**src/rtl/fb_write_arbiter.sv**
```systemverilog
`default_nettype none
// ============================================================================
// Module      : fb_write_arbiter
// Description : Round-robin arbiter for the single frame-buffer SRAM write
//               port, shared by four draw requesters (map loader, start-page
//               loader, game-over overlay, cursor/sprite drawer). Each word
//               is sequenced as SETUP -> WRITE (WR_CYCLES) -> HOLD. A
//               requester that keeps asking keeps the port for up to
//               MAX_BURST words, then the pointer rotates.
// Optional    : define FB_ARB_VBLANK_EN to restrict new grants and burst
//               continuation to vertical blanking (vblank_i = 1).
// Ports       : clk_i, rst_ni (async, active low)
//               vblank_i              vertical blanking indicator
//               req_i[3:0]            level write requests
//               req_addr_i/req_data_i flattened per-requester addr/data
//               ack_o[3:0]            one-cycle word-committed pulse
//               grant_id_o            current / last granted requester
//               busy_o                state is not IDLE
//               sram_addr_o, sram_dq_out_o, sram_ce_n_o, sram_we_n_o
//               words_written_o       saturating committed-word count
// Revision    : 1.0  initial release
// ============================================================================
module fb_write_arbiter #(
    parameter int ADDR_W    = 20,
    parameter int DATA_W    = 16,
    parameter int WR_CYCLES = 2,
    parameter int MAX_BURST = 8
) (
    input  logic                  clk_i,
    input  logic                  rst_ni,
    input  logic                  vblank_i,
    input  logic [3:0]            req_i,
    input  logic [4*ADDR_W-1:0]   req_addr_i,
    input  logic [4*DATA_W-1:0]   req_data_i,
    output logic [3:0]            ack_o,
    output logic [1:0]            grant_id_o,
    output logic                  busy_o,
    output logic [ADDR_W-1:0]     sram_addr_o,
    output logic [DATA_W-1:0]     sram_dq_out_o,
    output logic                  sram_ce_n_o,
    output logic                  sram_we_n_o,
    output logic [15:0]           words_written_o
);

    localparam int WCW = (WR_CYCLES > 1) ? $clog2(WR_CYCLES) : 1;
    localparam int BCW = (MAX_BURST > 1) ? $clog2(MAX_BURST) : 1;
    localparam logic [WCW-1:0] C_WR_LAST    = WCW'(WR_CYCLES - 1);
    localparam logic [BCW-1:0] C_BURST_LAST = BCW'(MAX_BURST - 1);

    localparam logic [1:0] S_IDLE  = 2'd0;
    localparam logic [1:0] S_SETUP = 2'd1;
    localparam logic [1:0] S_WRITE = 2'd2;
    localparam logic [1:0] S_HOLD  = 2'd3;

    logic [1:0]        state_q,   state_d;
    logic [1:0]        rr_ptr_q,  rr_ptr_d;
    logic [1:0]        grant_q,   grant_d;
    logic [BCW-1:0]    burst_q,   burst_d;
    logic [WCW-1:0]    wr_cnt_q,  wr_cnt_d;
    logic [ADDR_W-1:0] addr_q,    addr_d;
    logic [DATA_W-1:0] data_q,    data_d;
    logic [15:0]       words_q,   words_d;

    logic [3:0]        w_elig;
    logic              w_found;
    logic [1:0]        w_win;
    logic [1:0]        w_sel;
    logic [ADDR_W-1:0] w_sel_addr;
    logic [DATA_W-1:0] w_sel_data;

`ifdef FB_ARB_VBLANK_EN
    assign w_elig = req_i & {4{vblank_i}};
`else
    // vblank has no effect in this build; the AND with zero keeps it referenced.
    assign w_elig = req_i | {4{vblank_i & 1'b0}};
`endif

    // First eligible requester at or after rr_ptr, wrapping 3 -> 0.
    always_comb begin
        w_found = 1'b0;
        w_win   = rr_ptr_q;
        for (int i = 0; i < 4; i++) begin
            if (!w_found && w_elig[rr_ptr_q + 2'(i)]) begin
                w_found = 1'b1;
                w_win   = rr_ptr_q + 2'(i);
            end
        end
    end

    // IDLE latches from the round-robin winner, HOLD from the current owner.
    assign w_sel      = (state_q == S_HOLD) ? grant_q : w_win;
    assign w_sel_addr = req_addr_i[w_sel*ADDR_W +: ADDR_W];
    assign w_sel_data = req_data_i[w_sel*DATA_W +: DATA_W];

    // State register and datapath registers
    always_ff @(posedge clk_i or negedge rst_ni) begin
        if (!rst_ni) begin
            state_q  <= S_IDLE;
            rr_ptr_q <= 2'd0;
            grant_q  <= 2'd0;
            burst_q  <= '0;
            wr_cnt_q <= '0;
            addr_q   <= '0;
            data_q   <= '0;
            words_q  <= 16'd0;
        end else begin
            state_q  <= state_d;
            rr_ptr_q <= rr_ptr_d;
            grant_q  <= grant_d;
            burst_q  <= burst_d;
            wr_cnt_q <= wr_cnt_d;
            addr_q   <= addr_d;
            data_q   <= data_d;
            words_q  <= words_d;
        end
    end

    // Next-state logic
    always_comb begin
        state_d  = state_q;
        rr_ptr_d = rr_ptr_q;
        grant_d  = grant_q;
        burst_d  = burst_q;
        wr_cnt_d = wr_cnt_q;
        addr_d   = addr_q;
        data_d   = data_q;
        words_d  = words_q;
        case (state_q)
            S_IDLE: begin
                if (w_found) begin
                    grant_d  = w_win;
                    addr_d   = w_sel_addr;
                    data_d   = w_sel_data;
                    burst_d  = '0;
                    wr_cnt_d = '0;
                    state_d  = S_SETUP;
                end
            end
            S_SETUP: begin
                wr_cnt_d = '0;
                state_d  = S_WRITE;
            end
            S_WRITE: begin
                if (wr_cnt_q == C_WR_LAST) begin
                    if (words_q != 16'hFFFF) begin
                        words_d = words_q + 16'd1;
                    end
                    state_d = S_HOLD;
                end else begin
                    wr_cnt_d = wr_cnt_q + 1'b1;
                end
            end
            default: begin // S_HOLD
                // burst_q never exceeds MAX_BURST-1, so != is the "<" test.
                if (w_elig[grant_q] && (burst_q != C_BURST_LAST)) begin
                    addr_d  = w_sel_addr;
                    data_d  = w_sel_data;
                    burst_d = burst_q + 1'b1;
                    state_d = S_SETUP;
                end else begin
                    rr_ptr_d = grant_q + 2'd1;
                    state_d  = S_IDLE;
                end
            end
        endcase
    end

    // Outputs decoded from state so reset releases the strobes immediately.
    always_comb begin
        ack_o       = 4'b0000;
        sram_ce_n_o = 1'b1;
        sram_we_n_o = 1'b1;
        busy_o      = (state_q != S_IDLE);
        case (state_q)
            S_SETUP: sram_ce_n_o = 1'b0;
            S_WRITE: begin
                sram_ce_n_o = 1'b0;
                sram_we_n_o = 1'b0;
                if (wr_cnt_q == C_WR_LAST) begin
                    ack_o = 4'b0001 << grant_q;
                end
            end
            S_HOLD:  sram_ce_n_o = 1'b0;
            default: sram_ce_n_o = 1'b1;
        endcase
    end

    assign grant_id_o      = grant_q;
    assign sram_addr_o     = addr_q;
    assign sram_dq_out_o   = data_q;
    assign words_written_o = words_q;

endmodule
`default_nettype wire

```
**config.mk**
```make
export PLATFORM = sky130hd
export DESIGN_NAME = fb_write_arbiter
export DESIGN_NICKNAME = d
export VERILOG_FILES = /design/src/rtl/fb_write_arbiter.sv
export SDC_FILE = /design/constraint.sdc
export NUM_CORES = 1
export LEC_CHECK = 0
export ABC_AREA = 0
export CORE_ASPECT_RATIO = 1.25
export CORE_MARGIN = 5
export CORE_UTILIZATION = 38
export DETAILED_ROUTE_END_ITERATION = 8
export PLACE_DENSITY = 0.83
export SLEW_MARGIN = 10
export SYNTH_ARGS = -nofsm -noshare
export SYNTH_HDL_FRONTEND = slang
export SYNTH_SLANG_ARGS = --single-unit
```
**constraint.sdc**
```tcl
create_clock -name clk_i -period 2.2 [get_ports clk_i]
set_input_delay 0.55 -clock clk_i [delete_from_list [all_inputs] [get_ports clk_i]]
set_output_delay 0.55 -clock clk_i [all_outputs]
set_load 0.02 [all_outputs]
```
==> metrics.csv <==
stage,metric,value,unit
run_status,result of the run,finished clean,
global_route,initial antenna violation count,0,
floorplan,starting utilization of the core area,38.39,%
yosys,"count leader, synth",sky130_fd_sc_hd__dfrtp_1,
cells_and_area,fin area,8120,um2
sta,actual slew at the worst max-slew pin,0.4741,ns
critical_path,Max Fanout on Critical Path,8,
critical_path,worst-case register-to-register setup slack,0.04,ns
route,Wirelength per Cell,20.76,um
sta,final hold vios,0,
route,number of antenna-violating nets in the routed design,0,
placement,dpl hpwl,13000,um
yosys,sequential element share of the synthesized area,33.70,%
sta,clock tree skew after final layout,0.006072,ns
hold_path,worst min-delay path category,input port to async pin,
route,Routed WL,18250,um
yosys,ys async rst share,100.0,%
route,vias after detailed routing,4829,
floorplan,site row count,45,
placement,Port-buffer cells,210,
yosys,total of warnings raised by yosys,0,
global_route,maximum number of pins on one net before global-route repair,38,
global_route,global-route wire length before repair,28110,um
critical_path,data arrival time of the worst path,2.38,ns
sta,least setup slack across all paths after layout,0.04115,ns
sta,period utilisation layout,98.13,%
clock_tree,clock latency at the later pin of the worst-skew pair,0.33,ns
sta,Final Max Tran Viols,0,
yosys,count of flip-flops with a built-in enable after synthesis,0,
cells_and_area,diode count,0,
critical_path,crit start category,flip-flop,
clock_tree,clock transition at the registers of the reported paths,0.05,ns
clock_tree,buffer depth of the longest clock path,2,
power,power per unit of standard cell area,1580,nW/um2
sta,Relative slew margins,68.18,%
yosys,post-synthesis cell type with the largest combined area,sky130_fd_sc_hd__dfrtp_1,
clock_tree,number of hold buffers added after CTS,0,
yosys,Synth area leaders,"sky130_fd_sc_hd__dfrtp_1 34%, sky130_fd_sc_hd__a221oi_2 10%, sky130_fd_sc_hd__a2111oi_2 9.5%",
floorplan,boundary pin count,212,
power,Max VDD drop,0.0009086,V
route,via-per-instance ratio,5.494,
power,cell leakage power,3.442,nW
route,number of optimization iterations in the first detailed-route pass,4,
floorplan,standard cell core area,11990,um2
placement,dpl ws,-0.6547,ns
placement,routability congestion estimate from global placement,0.9069,
yosys,count of state elements after synthesis,62,
yosys,post-synthesis area per instance,10.21,um2
cells_and_area,share of final-layout standard cells stronger than drive strength 1,27.83,%
critical_path,Crit. End Element,flip-flop,
clock_tree,clock root buffer,sky130_fd_sc_hd__clkbuf_16,
clock_tree,clock tree sinks,62,
floorplan,die width,108.5,um
route,starting DRC count in detailed routing,260,
critical_path,required arrival time at the worst endpoint,2.42,ns
clock_tree,CTS HTree Levels,3,
yosys,share of the synthesized area in the top cell type,33.70,%
sta,Setup TNS Final,0,ns
yosys,commonest register cell after synthesis,sky130_fd_sc_hd__dfrtp_1,
power,Pwr Total,12.83,mW
cells_and_area,final net count,871,
global_route,via count of the first global-routing pass,5356,
sta,clock period minus worst slack,2.159,ns
sta,final setup vio count,0,
placement,post-detailed-placement cell area,7303,um2
yosys,Cell variety after synth,53,
clock_tree,TritonCTS clock tree,built,
yosys,Commonest cells post-synth,"62 x sky130_fd_sc_hd__dfrtp_1, 49 x sky130_fd_sc_hd__inv_1, 49 x sky130_fd_sc_hd__nand2_1",
yosys,number of instances in the synthesized netlist,451,
clock_tree,clock buffer count from CTS,9,
cells_and_area,fillcell total,857,
cells_and_area,area added between synthesis and finish,76.36,%
floorplan,Die Y,133.1,um
floorplan,Die Outline Area,14430,um2
global_route,GRT overflow,0,
global_route,overall routing resource usage,24.69,%
yosys,Mapped Area,4604,um2
sta,worst hold margin,0.1635,ns
yosys,synthesized net count,612,
critical_path,critical path class,flip-flop to flip-flop,
run,number of violations of the max-capacitance limit,0,
route,DRC,0,
sta,Max Clk Rate,0.4632,GHz
-- report_power, final --
part / switching (mW) / internal, mW
Sequential: 0.351 / 1.65
Clock: 0.533 / 0.933
Combinational: 4.78 / 4.58
-- path summary, 6_finish.rpt --
| check | from | end | depth (start not counted) |
|---|---|---|---|
| max | grant_id_o[1]$_DFFE_PN0P_ | sram_dq_out_o[12]$_DFFE_PN0P_ | 9 |
| min | rst_ni | words_written_o[11]$_DFFE_PN0P_ | 1 |
| max reg2reg | grant_id_o[1]$_DFFE_PN0P_ | sram_dq_out_o[12]$_DFFE_PN0P_ | 9 |
| min reg2reg | words_written_o[15]$_DFFE_PN0P_ | words_written_o[15]$_DFFE_PN0P_ | 1 |
| max in group asynchronous | rst_ni | grant_id_o[0]$_DFFE_PN0P_ | 2 |
| min in group clk_i | words_written_o[15]$_DFFE_PN0P_ | words_written_o[15]$_DFFE_PN0P_ | 1 |
-- registers in the layout, summed over array words and instances, names as in the netlist --
| name | count |
|---|---|
| wr_cnt_q | 1 |
| sram_addr_o | 20 |
| words_written_o | 16 |
| rr_ptr_q | 2 |
| grant_id_o | 2 |
| sram_dq_out_o | 16 |
| burst_q | 3 |
| state_q | 2 |
-- metrics by stage --
step | cells | util [%]
3_3_place_gp | 844 | 60.90
5_1_grt | 879 | 67.71
3_5_place_dp | 844 | 60.90
4_1_cts | 875 | 66.76
2_1_floorplan | 451 | -
6_report | 879 | 67.71
-- layer usage --
| layer | part of all wire (%) | global-route usage [%] | routed length (um) |
|---|---|---|---|
| met1 | 37 | 27.94 | 6821 |
| met5 | 0 | 0 | 0 |
| met2 | 53 | 44.36 | 9726 |
| met3 | 6.0 | 4.832 | 1090 |
| met4 | 3.3 | 10.46 | 607 |
-- cell usage in the layout (no fill, tap or decap), types with 5 or more instances in the layout --
cell type,instances
sky130_fd_sc_hd__o21ai_0,7
sky130_fd_sc_hd__nand2_1,49
sky130_fd_sc_hd__nand3_1,6
sky130_fd_sc_hd__xnor2_1,6
sky130_fd_sc_hd__a221oi_2,34
sky130_fd_sc_hd__nor3_1,6
sky130_fd_sc_hd__buf_12,19
sky130_fd_sc_hd__ha_1,5
sky130_fd_sc_hd__a2111oi_2,22
sky130_fd_sc_hd__and3_1,7
sky130_fd_sc_hd__clkdlybuf4s50_1,198
sky130_fd_sc_hd__nor2_1,11
sky130_fd_sc_hd__a2111oi_4,11
sky130_fd_sc_hd__ha_2,5
sky130_fd_sc_hd__xor2_1,9
sky130_fd_sc_hd__inv_1,49
sky130_fd_sc_hd__dfrtp_1,60
sky130_fd_sc_hd__a31oi_1,37
sky130_fd_sc_hd__buf_4,50
sky130_fd_sc_hd__clkbuf_2,6
sky130_fd_sc_hd__clkbuf_16,9
sky130_fd_sc_hd__mux2i_1,33
-- logic make-up (layout without fill, tap and decap cells) --
family,after synthesis,count (layout),synth area share (%)
AOI/OAI and AO/OA,138,139,31.85
and+or+nand+nor,99,99,10.05
buffers and inverters,87,350,10.08
DFF,62,62,33.70
muxes,40,40,8.750
xor gates and xnor gates,15,15,2.853
adders and majority gates,10,10,2.717
-- critical path, stage by stage (launching register included) --
cell and delay (ns):
sky130_fd_sc_hd__dfrtp_1 0.37, sky130_fd_sc_hd__buf_4 0.19, sky130_fd_sc_hd__mux2i_2 0.29, sky130_fd_sc_hd__o22ai_4 0.13
sky130_fd_sc_hd__o21ai_4 0.32, sky130_fd_sc_hd__buf_12 0.15, sky130_fd_sc_hd__nor2_4 0.05, sky130_fd_sc_hd__buf_12 0.14
sky130_fd_sc_hd__buf_12 0.14, sky130_fd_sc_hd__a221oi_2 0.27
-- final cells by class --
cell class / instances / area (um2) / share of cell area, %
Clock buffer: 12 / 256.5 / 3.159
Clock inverter: 4 / 45.04 / 0.5547
Inverter: 49 / 183.9 / 2.265
Multi-Input combinational cell: 303 / 2963 / 36.49
Sequential cell: 62 / 1554 / 19.14
Tap cell: 164 / 205.2 / 2.527
Timing Repair Buffer: 285 / 2913 / 35.87
-- repair_timing --
action / 4_1_cts / 5_1_grt
setup endpoints to repair: 43 / 38
gates cloned: 4 / 0
pin swaps: 9 / 7
gates resized for setup: 52 / 35
buffers inserted: 11 / 5
Power figures use the tool's default switching activity.
